[src/rtl/fetch_queue_if.sv]
// Handshake bundle between the fetch queue, the instruction memory and the decode stage.
// master = fetch_queue side, slave = memory/decode environment side.
interface fetch_queue_if #(
  parameter int ADDR_WIDTH = 32,
  parameter int INST_WIDTH = 32,
  parameter int DEPTH      = 4
);
  localparam int CNT_WIDTH = $clog2(DEPTH + 1);

  logic                  rom_ce;
  logic [ADDR_WIDTH-1:0] rom_address;
  logic                  rom_ready;
  logic                  rom_valid;
  logic [INST_WIDTH-1:0] rom_data;

  logic                  redirect;
  logic [ADDR_WIDTH-1:0] redirect_pc;

  logic                  id_stall;
  logic                  id_valid;
  logic [ADDR_WIDTH-1:0] id_pc;
  logic [INST_WIDTH-1:0] id_instruction;
  logic [CNT_WIDTH-1:0]  count;

  modport master (
    output rom_ce, rom_address, id_valid, id_pc, id_instruction, count,
    input  rom_ready, rom_valid, rom_data, redirect, redirect_pc, id_stall
  );

  modport slave (
    input  rom_ce, rom_address, id_valid, id_pc, id_instruction, count,
    output rom_ready, rom_valid, rom_data, redirect, redirect_pc, id_stall
  );
endinterface

[src/rtl/fetch_queue.sv]
// Instruction-fetch front end: one outstanding memory request, DEPTH-entry {pc, inst} FIFO to ID.
// Redirect flushes the FIFO and restarts fetch; an in-flight response is dropped.
module fetch_queue #(
  parameter int                    ADDR_WIDTH = 32,
  parameter int                    INST_WIDTH = 32,
  parameter int                    DEPTH      = 4,
  parameter logic [ADDR_WIDTH-1:0] RESET_PC   = '0,
  parameter int                    PC_STEP    = 4
) (
  input  logic          clock,
  input  logic          reset,
  fetch_queue_if.master bus
);

  localparam int PW = $clog2(DEPTH);
  localparam int CW = $clog2(DEPTH + 1);
  localparam logic [CW-1:0]         C_DEPTH = CW'(DEPTH);
  localparam logic [ADDR_WIDTH-1:0] C_STEP  = ADDR_WIDTH'(PC_STEP);

  typedef enum logic [1:0] {
    S_IDLE,
    S_REQ,
    S_WAIT,
    S_DROP
  } state_t;

  state_t                r_state;
  state_t                w_state_next;
  logic                  r_rom_ce;
  logic [ADDR_WIDTH-1:0] r_rom_address;
  logic [ADDR_WIDTH-1:0] r_fetch_pc;
  logic [ADDR_WIDTH-1:0] w_fetch_pc_next;
  logic [CW-1:0]         r_count;
  logic [CW-1:0]         w_count_next;
  logic [PW-1:0]         r_wptr;
  logic [PW-1:0]         r_rptr;
  logic [ADDR_WIDTH-1:0] r_mem_pc   [DEPTH];
  logic [INST_WIDTH-1:0] r_mem_inst [DEPTH];

  logic w_id_valid;
  logic w_push;
  logic w_pop;
  logic w_space;

  // Redirect wins over both FIFO ports: nothing enters or leaves on a flush cycle.
  assign w_id_valid = (r_count != '0);
  assign w_pop      = w_id_valid && !bus.id_stall && !bus.redirect;
  assign w_push     = (r_state == S_WAIT) && bus.rom_valid && !bus.redirect;

  always_comb begin
    w_count_next = r_count;
    if (bus.redirect) begin
      w_count_next = '0;
    end else if (w_push && !w_pop) begin
      w_count_next = r_count + CW'(1);
    end else if (w_pop && !w_push) begin
      w_count_next = r_count - CW'(1);
    end
  end

  assign w_space = (w_count_next < C_DEPTH);

  always_comb begin
    w_state_next    = r_state;
    w_fetch_pc_next = r_fetch_pc;
    if (bus.redirect) begin
      w_fetch_pc_next = bus.redirect_pc;
      case (r_state)
        S_IDLE:  w_state_next = S_REQ;
        S_REQ:   w_state_next = bus.rom_ready ? S_DROP : S_REQ;
        S_WAIT:  w_state_next = bus.rom_valid ? S_REQ : S_DROP;
        S_DROP:  w_state_next = bus.rom_valid ? S_REQ : S_DROP;
        default: w_state_next = S_IDLE;
      endcase
    end else begin
      case (r_state)
        S_IDLE: begin
          if (w_space) w_state_next = S_REQ;
        end
        S_REQ: begin
          if (bus.rom_ready) w_state_next = S_WAIT;
        end
        S_WAIT: begin
          if (bus.rom_valid) begin
            w_fetch_pc_next = r_fetch_pc + C_STEP;
            w_state_next    = w_space ? S_REQ : S_IDLE;
          end
        end
        S_DROP: begin
          if (bus.rom_valid) w_state_next = S_REQ;
        end
        default: w_state_next = S_IDLE;
      endcase
    end
  end

  // The request address tracks fetch_pc, which only moves on a push or a redirect,
  // so it stays stable for as long as a request sits unaccepted in REQ.
  always_ff @(posedge clock) begin
    if (reset) begin
      r_state       <= S_IDLE;
      r_rom_ce      <= 1'b0;
      r_rom_address <= RESET_PC;
      r_fetch_pc    <= RESET_PC;
      r_count       <= '0;
      r_wptr        <= '0;
      r_rptr        <= '0;
    end else begin
      r_state       <= w_state_next;
      r_rom_ce      <= (w_state_next == S_REQ);
      r_rom_address <= w_fetch_pc_next;
      r_fetch_pc    <= w_fetch_pc_next;
      r_count       <= w_count_next;
      if (bus.redirect) begin
        r_wptr <= '0;
        r_rptr <= '0;
      end else begin
        if (w_push) r_wptr <= r_wptr + PW'(1);
        if (w_pop)  r_rptr <= r_rptr + PW'(1);
      end
    end
  end

  always_ff @(posedge clock) begin
    if (w_push) begin
      r_mem_pc[r_wptr]   <= r_fetch_pc;
      r_mem_inst[r_wptr] <= bus.rom_data;
    end
  end

  assign bus.rom_ce         = r_rom_ce;
  assign bus.rom_address    = r_rom_address;
  assign bus.id_valid       = w_id_valid;
  assign bus.id_pc          = w_id_valid ? r_mem_pc[r_rptr]   : '0;
  assign bus.id_instruction = w_id_valid ? r_mem_inst[r_rptr] : '0;
  assign bus.count          = r_count;

  a_count_bound: assert property (@(posedge clock) disable iff (reset)
    r_count <= C_DEPTH);

  a_ce_matches_req: assert property (@(posedge clock) disable iff (reset)
    r_rom_ce == (r_state == S_REQ));

  a_addr_held: assert property (@(posedge clock) disable iff (reset)
    (r_rom_ce && !bus.rom_ready && !bus.redirect) |=> $stable(r_rom_address));

endmodule

[src/flat_wrapper.sv]
// flat-port wrapper written by rule: the top's interface ports become plain ports
module fetch_queue_flat 
#(
  parameter int                    ADDR_WIDTH = 32,
  parameter int                    INST_WIDTH = 32,
  parameter int                    DEPTH      = 4,
  parameter logic [ADDR_WIDTH-1:0] RESET_PC   = '0,
  parameter int                    PC_STEP    = 4
)
  (clock, reset, bus_rom_ce, bus_rom_address, bus_id_valid, bus_id_pc, bus_id_instruction, bus_count, bus_rom_ready, bus_rom_valid, bus_rom_data, bus_redirect, bus_redirect_pc, bus_id_stall);
  fetch_queue_if #(.ADDR_WIDTH(ADDR_WIDTH), .INST_WIDTH(INST_WIDTH), .DEPTH(DEPTH)) bus_i ();
  input  logic clock;
  input  logic reset;
  output wire logic [$bits(bus_i.rom_ce)-1:0] bus_rom_ce;
  output wire logic [$bits(bus_i.rom_address)-1:0] bus_rom_address;
  output wire logic [$bits(bus_i.id_valid)-1:0] bus_id_valid;
  output wire logic [$bits(bus_i.id_pc)-1:0] bus_id_pc;
  output wire logic [$bits(bus_i.id_instruction)-1:0] bus_id_instruction;
  output wire logic [$bits(bus_i.count)-1:0] bus_count;
  input wire logic [$bits(bus_i.rom_ready)-1:0] bus_rom_ready;
  input wire logic [$bits(bus_i.rom_valid)-1:0] bus_rom_valid;
  input wire logic [$bits(bus_i.rom_data)-1:0] bus_rom_data;
  input wire logic [$bits(bus_i.redirect)-1:0] bus_redirect;
  input wire logic [$bits(bus_i.redirect_pc)-1:0] bus_redirect_pc;
  input wire logic [$bits(bus_i.id_stall)-1:0] bus_id_stall;
  assign bus_rom_ce = bus_i.rom_ce;
  assign bus_rom_address = bus_i.rom_address;
  assign bus_id_valid = bus_i.id_valid;
  assign bus_id_pc = bus_i.id_pc;
  assign bus_id_instruction = bus_i.id_instruction;
  assign bus_count = bus_i.count;
  assign bus_i.rom_ready = bus_rom_ready;
  assign bus_i.rom_valid = bus_rom_valid;
  assign bus_i.rom_data = bus_rom_data;
  assign bus_i.redirect = bus_redirect;
  assign bus_i.redirect_pc = bus_redirect_pc;
  assign bus_i.id_stall = bus_id_stall;
  fetch_queue #(.ADDR_WIDTH(ADDR_WIDTH), .INST_WIDTH(INST_WIDTH), .DEPTH(DEPTH), .RESET_PC(RESET_PC), .PC_STEP(PC_STEP)) u_core (.clock(clock), .reset(reset), .bus(bus_i));
endmodule
[config.mk]
export PLATFORM = sky130hd
export DESIGN_NAME = fetch_queue_flat
export DESIGN_NICKNAME = d
export VERILOG_FILES = /design/src/rtl/fetch_queue_if.sv /design/src/rtl/fetch_queue.sv /design/src/flat_wrapper.sv
export SDC_FILE = /design/constraint.sdc
export NUM_CORES = 1
export LEC_CHECK = 0
export ABC_AREA = 1
export BUFFER_PORTS_ARGS = -buffer_cell sky130_fd_sc_hd__buf_2
export CAP_MARGIN = 10
export CORE_UTILIZATION = 43
export CTS_BUF_LIST = sky130_fd_sc_hd__clkbuf_16
export CTS_CLUSTER_DIAMETER = 100
export CTS_CLUSTER_SIZE = 25
export DETAILED_ROUTE_END_ITERATION = 6
export HOLD_SLACK_MARGIN = 0.12
export SLEW_MARGIN = 20
export SYNTH_ARGS = -nofsm -noshare
export SYNTH_HDL_FRONTEND = slang
export SYNTH_SLANG_ARGS = --single-unit
[constraint.sdc]
create_clock -name clock -period 5 [get_ports clock]
set_input_delay 0.25 -clock clock [delete_from_list [all_inputs] [get_ports clock]]
set_output_delay 0.25 -clock clock [all_outputs]
set_load 0.005 [all_outputs]
### Word level (Yosys, flattened, before mapping)

Memory sizes are Yosys's and may differ from the RTL's. A register that Yosys moved wholly into a read port is not among the register bits.
Index checks and enable logic that the tools add are counted.

* output and inout bits: 101
* word-level logic and storage cells: 59
* bits in writable memories: 256
* memories kept: 2
* flip-flop bits (word level): 42

Memories
* u_core.r_mem_inst: depth 4, bits a word 32, read ports 1, clocked after memory_dff 1, write ports 1, line fetch_queue.sv:38 `logic [INST_WIDTH-1:0] r_mem_inst [DEPTH];`
* u_core.r_mem_pc: depth 4, bits a word 32, read ports 1, clocked after memory_dff 1, write ports 1, line fetch_queue.sv:37 `logic [ADDR_WIDTH-1:0] r_mem_pc [DEPTH];`

* add/subtract/negate cells: 5
* equal/unequal tests: 4
* reductions and logical operators: 17
* multiplexer cells: 24
* order comparisons: 1

Operator list (count)
* 32-bit two-way mux: 5
* 32-bit by 3-bit adder with 32-bit output (second input constant): 1
* 2-bit two-way mux: 11
* 3-bit two-way mux: 3
* 2-bit case mux with 4 select lines: 1
* 1-bit logical AND: 6
* 2-bit case mux with 3 select lines: 1
* 2-bit by 1-bit adder with 2-bit output (second input constant): 2
* 2-bit by 1-bit equality test with 1-bit output (second input constant): 2
* 2-bit equality test (second input constant): 2
* 1-bit zero test: 4
* 2-bit nonzero test: 2
* 2-bit OR reduction: 2
* 3-bit by 1-bit adder with 3-bit output (second input constant): 1
* 3-bit less-than comparator (second input constant): 1
* 1-bit two-way mux: 3
* 3-bit nonzero test: 1
* 3-bit by 1-bit subtractor with 3-bit output (second input constant): 1
* 2-bit zero test: 1
* 2-bit AND reduction: 1

### Depth between registers and ports, before layout

Gate-level depths: netlist of the first run.

* depth after elaboration: 14
* gate-level depth with buffers: 16

### Worst setup path before layout of the first run

No wires, ideal clock.

* path type: reg-to-reg
* start point: register u_core.r_state[0]
* end point: memory u_core.r_mem_inst[0][0], enable pin
* path slack: 1.072 ns
* period minus slack after synthesis: 3.928 ns
* stages on the path, launching flop included: 6
* arrival time: 3.442 ns
* data required time: 4.514 ns
* setup time: 0.486 ns
* cells stage by stage: dfxtp_1 -> inv_1 -> nand3_2 -> nor2_4 -> inv_2 -> nor2_1

* cells in the longest elaborated chain, start to end: 5

RTL lines
* start, declared: line fetch_queue.sv:27 `state_t r_state;`
* start signal, assigned: line fetch_queue.sv:109 `r_state <= w_state_next;`
* 2-bit equality test: line fetch_queue.sv:48 `assign w_push = (r_state == S_WAIT) && bus.rom_valid && !bus.redirect;`
* 1-bit logical AND (2 in series): line fetch_queue.sv:48
* 1-bit two-way mux: line fetch_queue.sv:125 `if (w_push) begin`
* 1-bit two-way mux (implied by the code): line fetch_queue.sv:127 `r_mem_inst[r_wptr] <= bus.rom_data;`
* end, declared: line fetch_queue.sv:38

No other way between the ends.

==> results of run 1 <==
[stage by stage]
| step | util, % | power [W] |
|---|---|---|
| final | 51.7 | 0.00437 |
| after global routing | 51.7 | 0.00452 |
| after CTS | 51.7 | 0.00440 |
| after detailed placement | 48.2 | 0.00298 |
| after global placement | 48.2 | 0.00298 |
| after floorplan | - | 0.00289 |
[cells by family (layout without fill, tap and decap cells)]
family / Yosys count / count (layout) / share of synthesized area, %
adder cells (fa/ha/maj): 10 / 10 / 0.988
flip-flops: 300 / 300 / 67.6
XOR/XNOR: 12 / 12 / 0.830
buffers and inverters: 121 / 324 / 3.81
AO/OA/AOI/OAI: 271 / 271 / 11.0
AND/OR/NAND/NOR: 498 / 498 / 15.7
[final timing paths]
kind | from | end | slack, ps | cells after the start
max | flip-flop | bus_id_pc[19] | 1860 | 6
min | bus_redirect_pc[12] | u_core.bus.rom_address[12] | 150 | 4
max reg2reg | u_core.r_state[1] | u_core.r_mem_inst[0][25] | 2130 | 5
min reg2reg | u_core.r_rptr[0] | u_core.r_rptr[0] | 490 | 1
[metal layers]
metal  up-vias  wire length, µm  track usage, %
li1       4509                -               -
met1      4377            13700            28.2
met2       291            14700            34.5
met3        27             1770            2.24
met4         0              407            3.80
met5         -                0               0
[area by class of cell]
type	count	area (µm²)
clock buffers	17	425
repair buffers	235	1500
well taps	384	480
inverters	61	231
fillers	2638	13900
flip-flops and latches	300	8570
multi-input cells	791	3650
clock inverters	11	60.1
[worst max-delay path: stages (launching register included)]
cell	delay (ps)
dfxtp_4	600
buf_4	810
nor2_1	110
nor2_1	110
o21ai_0	100
a21oi_1	330
buf_2	190
[where the power goes]
part | switching [W] | internal, W
registers | 0.0000504 | 0.00273
clock network | 0.000778 | 0.000634
logic | 0.0000897 | 0.0000864
[registers in the layout, indices dropped and copies added (netlist names), named ones only]
signal / flops
u_core.bus.count: 3
u_core.r_mem_inst: 128
u_core.r_mem_pc: 128
u_core.r_rptr: 2
u_core.r_state: 2
u_core.r_wptr: 2
u_core.bus.rom_ce: 1
u_core.bus.rom_address: 32
[cell usage in the layout, fill, tap and decap left out, drive strengths merged]
cell,synthesis,final
nand2,158,158
dfxtp,44,44
o21ai,152,152
nor2,321,321
xor2,11,11
nor3,1,1
clkinv,0,1
inv,61,71
a21oi,102,102
clkbuf,29,17
buf,31,182
nand3,18,18
a22o,7,7
o21bai,1,1
a31oi,8,8
xnor2,1,1
edfxtp,256,256
ha,10,10
a311oi,1,1
dlygate4sd3,0,53
[timing repair]
item | CTS | global route
endpoints found under the hold margin | 149 | 0
setup endpoints to repair | 0 | 0
hold buffers | 53 | 0
==> flow_summary.yaml, run 1 <==
synthesis:
  yosys-top-cells-area: "edfxtp_1 61%, nor2_1 9.2%, dfxtp_1 7.0%"
  ys.flop_type: "edfxtp_1"
  syn_inst: 1212
  async_reset_ff_share_pct: 0
  yosys_warnings: 0
  synth_top_area_share_pct: 60.7
  synth_area_per_cell_um2: 10.5
  syn_nets: 1292
  synth_area_leader_cell: "edfxtp_1"
  syn_area_mm2: 0.0127
  synth_common_cells: "309 x nor2_1, 256 x edfxtp_1, 151 x nand2_1"
  yosysMostFrequentCell: "nor2_1"
  ys_seq_elements: 300
  ys_seq_area_share_pct: 67.6
  synth_edf_count: 256
  yosysUniqueCellTypes: 27
floorplanning:
  die_h_um: 174
  initial_core_util_pct: 43.9
  rows: 62
  io_pins: 171
  die_x_um: 174
  fp.coreArea_mm2: 0.0289
  dieArea_mm2: 0.0301
sta:
  clock_skew_ps: 18.2
  fmax_ghz: 0.318
  rsz0062_at_grt: "no"
  slew_violations: 0
  fin_crit_sh_pct: 62.8
  worst_slack_ps: 1860
  tns_ps: 0
  hold_viol_final: 0
  setup_viol: 0
  relSlewSlack_pct: 27.4
  fin_worst_hold_slack_ps: 146
  worst_pin_slew_ps: 1090
  min_period_ps: 3140
power_and_ir_drop:
  p_leak_nw: 5.60
  power_density_mw_per_mm2: 293
  ir_drop_mv: 0.187
global_route:
  grt_first_pass_wirelength_um: 47800
  antenna_found_initial: 0
  grt_max_degree: 96
  grt_pass1_vias: 8835
  grt-ovfl-total: 0
  grt_use_total_pct: 20.2
routing:
  drc: 0
  drtPass1Iterations: 5
  wl_um: 30500
  vias: 9204
  ant_nets: 0
  drt_iter0_drc: 665
  wl_per_cell_um: 17.0
  vias_per_cell: 5.12
setup_path:
  start_kind: "flip-flop"
  crit_path_end_kind: "output port"
  worstPathRequired_ps: 4750
  path_class: "reg2out"
  crit_arrival_ps: 2890
  worstPathMaxFanout: 95
clocking:
  clkLatencyLatePin_ps: 500
  cts_setup_buffers: 0
  clkSinkCount: 300
  cts_root_buf: "clkbuf_16"
  clk_pin_slew_ps: 100
  clock_path_buffers: 3
  cts_made_buffers: 16
  cts_tree: "done"
  post_cts_resized: 0
  cts_htree_levels: 1
layout:
  final_layout_size_suffix_gt1_share_pct: 16.5
  fin_cells: 1799
  syn2layout_area_growth_pct: 17.8
  finalNetCount: 1485
  antenna_cells: 0
  final_area_mm2: 0.0149
placed_design:
  place_ws_ps: 1910
  postPlaceCellArea_mm2: 0.0139
  routabilityCongestion: 0.822
  port_buffers: 170
  dp_hpwl_um: 18400
  dp.cells: 1718
min_path:
  worst_hold_path_type: "in2reg"
run_status:
  outcome: "completed"
flow_run:
  drv_cap: 0
No activity file was read; power rests on OpenSTA's default activity.
==> run 2: changes to the inputs <==
==> constraint.sdc (replaced) <==
create_clock -name clock -period 3.2 [get_ports clock]
set_input_delay 0.16 -clock clock [delete_from_list [all_inputs] [get_ports clock]]
set_output_delay 0.16 -clock clock [all_outputs]
set_load 0.005 [all_outputs]
==> flow_summary.yaml, run 2 (same netlist as run 1, synthesis figures left out) <==
run_status:
  outcome: "completed"
setup_path:
  r2r_end: "u_core.bus.rom_ce"
  crit_arrival_ps: 2430
  regToRegSetupSlack_ps: 1020
  critPathLaunch: "u_core.bus.count[0]"
  r2r_start: "u_core.bus.count[0]"
  reg2reg_depth: 16
  worstPathMaxFanout: 65
  path_class: "reg2out"
  crit_path_end_kind: "output port"
  start_kind: "flip-flop"
  worstPathRequired_ps: 3040
power_and_ir_drop:
  p_sw_share_pct: 21.2
  power_frac_clock_pct: 32.3
  total_power_w: 0.00685
  p_int_w: 0.00540
  power_density_mw_per_mm2: 453
  switching_power_w: 0.00145
  ir_drop_mv: 0.274
  pwr-share-comb_pct: 4.3
  p_leak_nw: 5.66
  power_frac_seq_pct: 63.4
routing:
  vias_per_cell: 5.11
  vias: 9246
  wl_per_cell_um: 17.1
  drtPass1Iterations: 5
  wl_um: 30900
  ant_nets: 0
  drc: 0
  drt_iter0_drc: 786
sta:
  min_period_ps: 2590
  setup_viol: 0
  slew_violations: 0
  clock_skew_ps: 19.4
  rsz0062_at_grt: "no"
  worst_pin_slew_ps: 881
  hold_viol_final: 0
  relSlewSlack_pct: 41.3
  fmax_ghz: 0.386
  fin_crit_sh_pct: 80.9
flow_run:
  drv_cap: 0
global_route:
  grt_pass1_vias: 8962
  grt_util_met3_pct: 2.37
  grt-ovfl-total: 0
  antenna_found_initial: 0
  top_usage_layer: "met2"
  grt_use_met1_pct: 30.0
  grt_use_total_pct: 20.5
  grt_max_degree: 84
  grt_first_pass_wirelength_um: 48600
  met2_usage_pct: 33.0
floorplanning:
  die_h_um: 174
  die_x_um: 174
  fp.coreArea_mm2: 0.0289
  dieArea_mm2: 0.0301
  initial_core_util_pct: 43.9
  rows: 62
  io_pins: 171
layout:
  final_common_cell: "nor2_1"
  antenna_cells: 0
  syn2layout_area_growth_pct: 19.3
  fillCellCount: 2558
  finalNetCount: 1502
  final_util_pct: 52.4
  final_cell_mix: "304 x nor2_1, 256 x edfxtp_1, 170 x buf_2, 151 x nand2_1, 150 x o21ai_0"
  final_layout_size_suffix_gt1_share_pct: 16.5
  fin_cells: 1810
clocking:
  cts_made_buffers: 16
  cts_tree: "done"
  clk_pin_slew_ps: 100
  cts_root_buf: "clkbuf_16"
  post_cts_resized: 0
  cts_htree_levels: 1
  clock_path_buffers: 3
  clkLatencyLatePin_ps: 510
  clkSinkCount: 300
min_path:
  hold_depth: 2
  worst_hold_path_type: "in2reg"
  whs_endpoint: "u_core.r_state[1]"
  worstHoldStart: "reset"
placed_design:
  dp.cells: 1720
  dp_hpwl_um: 18000
  port_buffers: 170
  routabilityCongestion: 0.855
[run 2: area by class of cell]
cell class / instances / area, µm² / area share (%)
Inverter: 61 / 230 / 1.52
Sequential cell: 300 / 8570 / 56.7
Timing Repair Buffer: 252 / 1710 / 11.3
Clock buffer: 17 / 425 / 2.81
Clock inverter: 5 / 40.0 / 0.265
Tap cell: 384 / 480 / 3.18
Multi-Input combinational cell: 791 / 3650 / 24.2
[run 2: power by group through the flow]
stage          logic [W]  registers (W)  clock network, W
5_1_grt         0.000328        0.00435           0.00238
2_1_floorplan   0.000110        0.00440                 0
6_report        0.000295        0.00434           0.00221
3_5_place_dp    0.000227        0.00443                 0
3_3_place_gp    0.000224        0.00443                 0
4_1_cts         0.000292        0.00434           0.00226
[run 2: through the flow]
step | setup TNS [ps] | area (µm²) | hold slack (ps) | worst slack, ps
after floorplan | -186430 | 12700 | 259 | -728
after global placement | 0 | 14000 | 377 | 1100
after detailed placement | 0 | 14000 | 377 | 1020
after CTS | 0 | 15100 | 180 | 619
after global routing | 0 | 15100 | 220 | 510
final | 0 | 15100 | 188 | 612
[run 2: timing repair]
item                      in CTS  in global routing
setup buffers                  0                  0
hold endpoints to repair     168                  0
hold buffers                  68                  0
[run 2: how the worst max path moves through the flow]
| stage | end | slack [ps] | cells past startpoint |
|---|---|---|---|
| 4_1_cts | bus_id_pc[14] | 620 | 7 |
| 3_5_place_dp | u_core.bus.rom_ce | 1020 | 16 |
| 3_3_place_gp | u_core.bus.rom_ce | 1100 | 16 |
| 2_1_floorplan | u_core.r_mem_inst[0][0] | -730 | 5 |
| 5_1_grt | bus_id_pc[16] | 510 | 7 |
| 6_report | bus_id_pc[16] | 610 | 7 |
[run 2: per-layer routing]
metal	wire, µm	up-vias	share of wire, %
met2	14200	306	46
met4	541	0	1.8
met3	1770	33	5.7
met1	14300	4365	46
li1	-	4542	-
met5	0	-	0
[run 2: critical path: stages, from the launching register on]
cell     delay, ps
dfxtp_1        360
inv_1           90
ha_1           140
inv_1           60
nor2_4          90
buf_4          670
a21oi_1        260
buf_2          210
==> run 3: changes to the inputs <==
==> constraint.sdc (replaced) <==
create_clock -name clock -period 2.6 [get_ports clock]
set_input_delay 0.13 -clock clock [delete_from_list [all_inputs] [get_ports clock]]
set_output_delay 0.13 -clock clock [all_outputs]
set_load 0.005 [all_outputs]
==> flow_summary.yaml, run 3 (same netlist as run 1, synthesis figures left out) <==
global_route:
  grt_pass1_vias: 9024
  antenna_found_initial: 0
  grt-ovfl-total: 0
  grt_use_met1_pct: 28.5
  grt_max_degree: 129
  grt_util_met3_pct: 3.09
  top_usage_layer: "met2"
  met2_usage_pct: 34.1
  grt_first_pass_wirelength_um: 48900
  grt_use_total_pct: 20.5
layout:
  finalNetCount: 1516
  fin_cells: 1829
  final_common_cell: "nor2_1"
  antenna_cells: 0
  syn2layout_area_growth_pct: 20.3
  final-seq-area_mm2: 0.00857
  final_util_pct: 52.8
  fillCellCount: 2624
  final_cell_mix: "304 x nor2_1, 256 x edfxtp_1, 170 x buf_2, 151 x nand2_1, 150 x o21ai_0"
  multi_input_area_mm2: 0.00366
  final_layout_size_suffix_gt1_share_pct: 16.4
setup_path:
  r2r_end: "u_core.r_rptr[0]"
  r2r_start: "u_core.bus.count[0]"
  reg2reg_depth: 8
  path_class: "in2reg"
  worstPathMaxFanout: 6
  crit_path_end_kind: "flip-flop"
  start_kind: "input port"
  regToRegSetupSlack_ps: 240
  crit_arrival_ps: 2910
  worstPathRequired_ps: 3050
floorplanning:
  die_h_um: 174
  initial_core_util_pct: 43.9
  io_pins: 171
  rows: 62
  dieArea_mm2: 0.0301
  fp.coreArea_mm2: 0.0289
  die_x_um: 174
sta:
  rsz0062_at_grt: "no"
  tns_ps: 0
  min_period_ps: 2460
  worst_pin_slew_ps: 865
  clock_skew_ps: 23.0
  relSlewSlack_pct: 42.3
  setup_viol: 0
  fin_crit_sh_pct: 94.5
  hold_viol_final: 0
  slew_violations: 0
  fmax_ghz: 0.407
clocking:
  cts_made_buffers: 15
  clkLatencyLatePin_ps: 500
  cts_setup_buffers: 0
  cts_tree: "done"
  cts_root_buf: "clkbuf_16"
  clock_path_buffers: 3
  clk_pin_slew_ps: 100
  cts_htree_levels: 1
  clkSinkCount: 300
min_path:
  whs_endpoint: "u_core.r_mem_inst[1][7]"
  hold_depth: 2
  worst_hold_path_type: "in2reg"
  worstHoldStart: "bus_rom_data[7]"
routing:
  wl_per_cell_um: 17.0
  vias_per_cell: 5.06
  ant_nets: 0
  drc: 0
  vias: 9247
  wl_um: 31100
  drt_iter0_drc: 660
  drtPass1Iterations: 5
power_and_ir_drop:
  total_power_w: 0.00822
  power_density_mw_per_mm2: 540
  p_leak_nw: 5.76
  ir_drop_mv: 0.344
placed_design:
  dp_hpwl_um: 18400
  routabilityCongestion: 0.796
  port_buffers: 170
  dp.cells: 1725
run_status:
  outcome: "completed"
flow_run:
  drv_cap: 0
## run 3: area by class of cell
class	instances	area share (%)
tap	384	3.15
clock buffer	15	2.46
multi-input combinational	791	24.0
inverter	61	1.51
clock inverter	11	0.304
timing repair buffer	267	12.3
sequential	300	56.2
## run 3: timing repair
item                                   CTS  global route
setup endpoints to repair                0            17
hold buffers                            78             0
resized for setup                        0             2
endpoints found under the hold margin  172             0
## run 3: worst max-delay path by stage
stage	start	end	slack [ps]	depth (start not counted)
final	bus_redirect	u_core.r_wptr[0]	140	8
after global routing	bus_redirect	u_core.r_wptr[0]	60	8
after CTS	u_core.bus.count[0]	bus_id_pc[17]	90	7
after detailed placement	u_core.bus.count[0]	u_core.bus.rom_ce	480	16
after global placement	u_core.bus.count[0]	u_core.bus.rom_ce	540	16
after floorplan	u_core.r_state[0]	u_core.r_mem_inst[0][0]	-260	5
## run 3: per-stage QoR
step	hold WS [ps]	worst slack (ps)	cell area, µm²
3_5_place_dp	356	479	14000
2_1_floorplan	229	-265	12700
6_report	382	144	15200
4_1_cts	372	87.3	15200
3_3_place_gp	355	537	14000
5_1_grt	380	64.8	15200
## run 3: critical path, cell delays in order
cell           delay, ps
dlygate4sd3_1        530
buf_2                180
nor2_1               120
dlygate4sd3_1        630
o21ai_0               90
dlygate4sd3_1        560
a21oi_1              110
dlygate4sd3_1        550
## run 3: where the power goes
| part | total (W) | internal, W | leakage (nW) | switching [W] |
|---|---|---|---|---|
| Sequential | 0.00534 | 0.00525 | 2.69 | 0.0000871 |
| Combinational | 0.000382 | 0.000193 | 2.83 | 0.000189 |
| Clock | 0.00250 | 0.00107 | 0.243 | 0.00143 |
| Total | 0.00822 | 0.00651 | 5.76 | 0.00171 |
## run 3: per-layer routing
metal	up-vias	wire [µm]	part of all wire (%)
li1	4558	-	-
met1	4377	14200	46
met2	278	14400	46
met3	34	1870	6.0
met4	0	546	1.8
met5	-	0	0
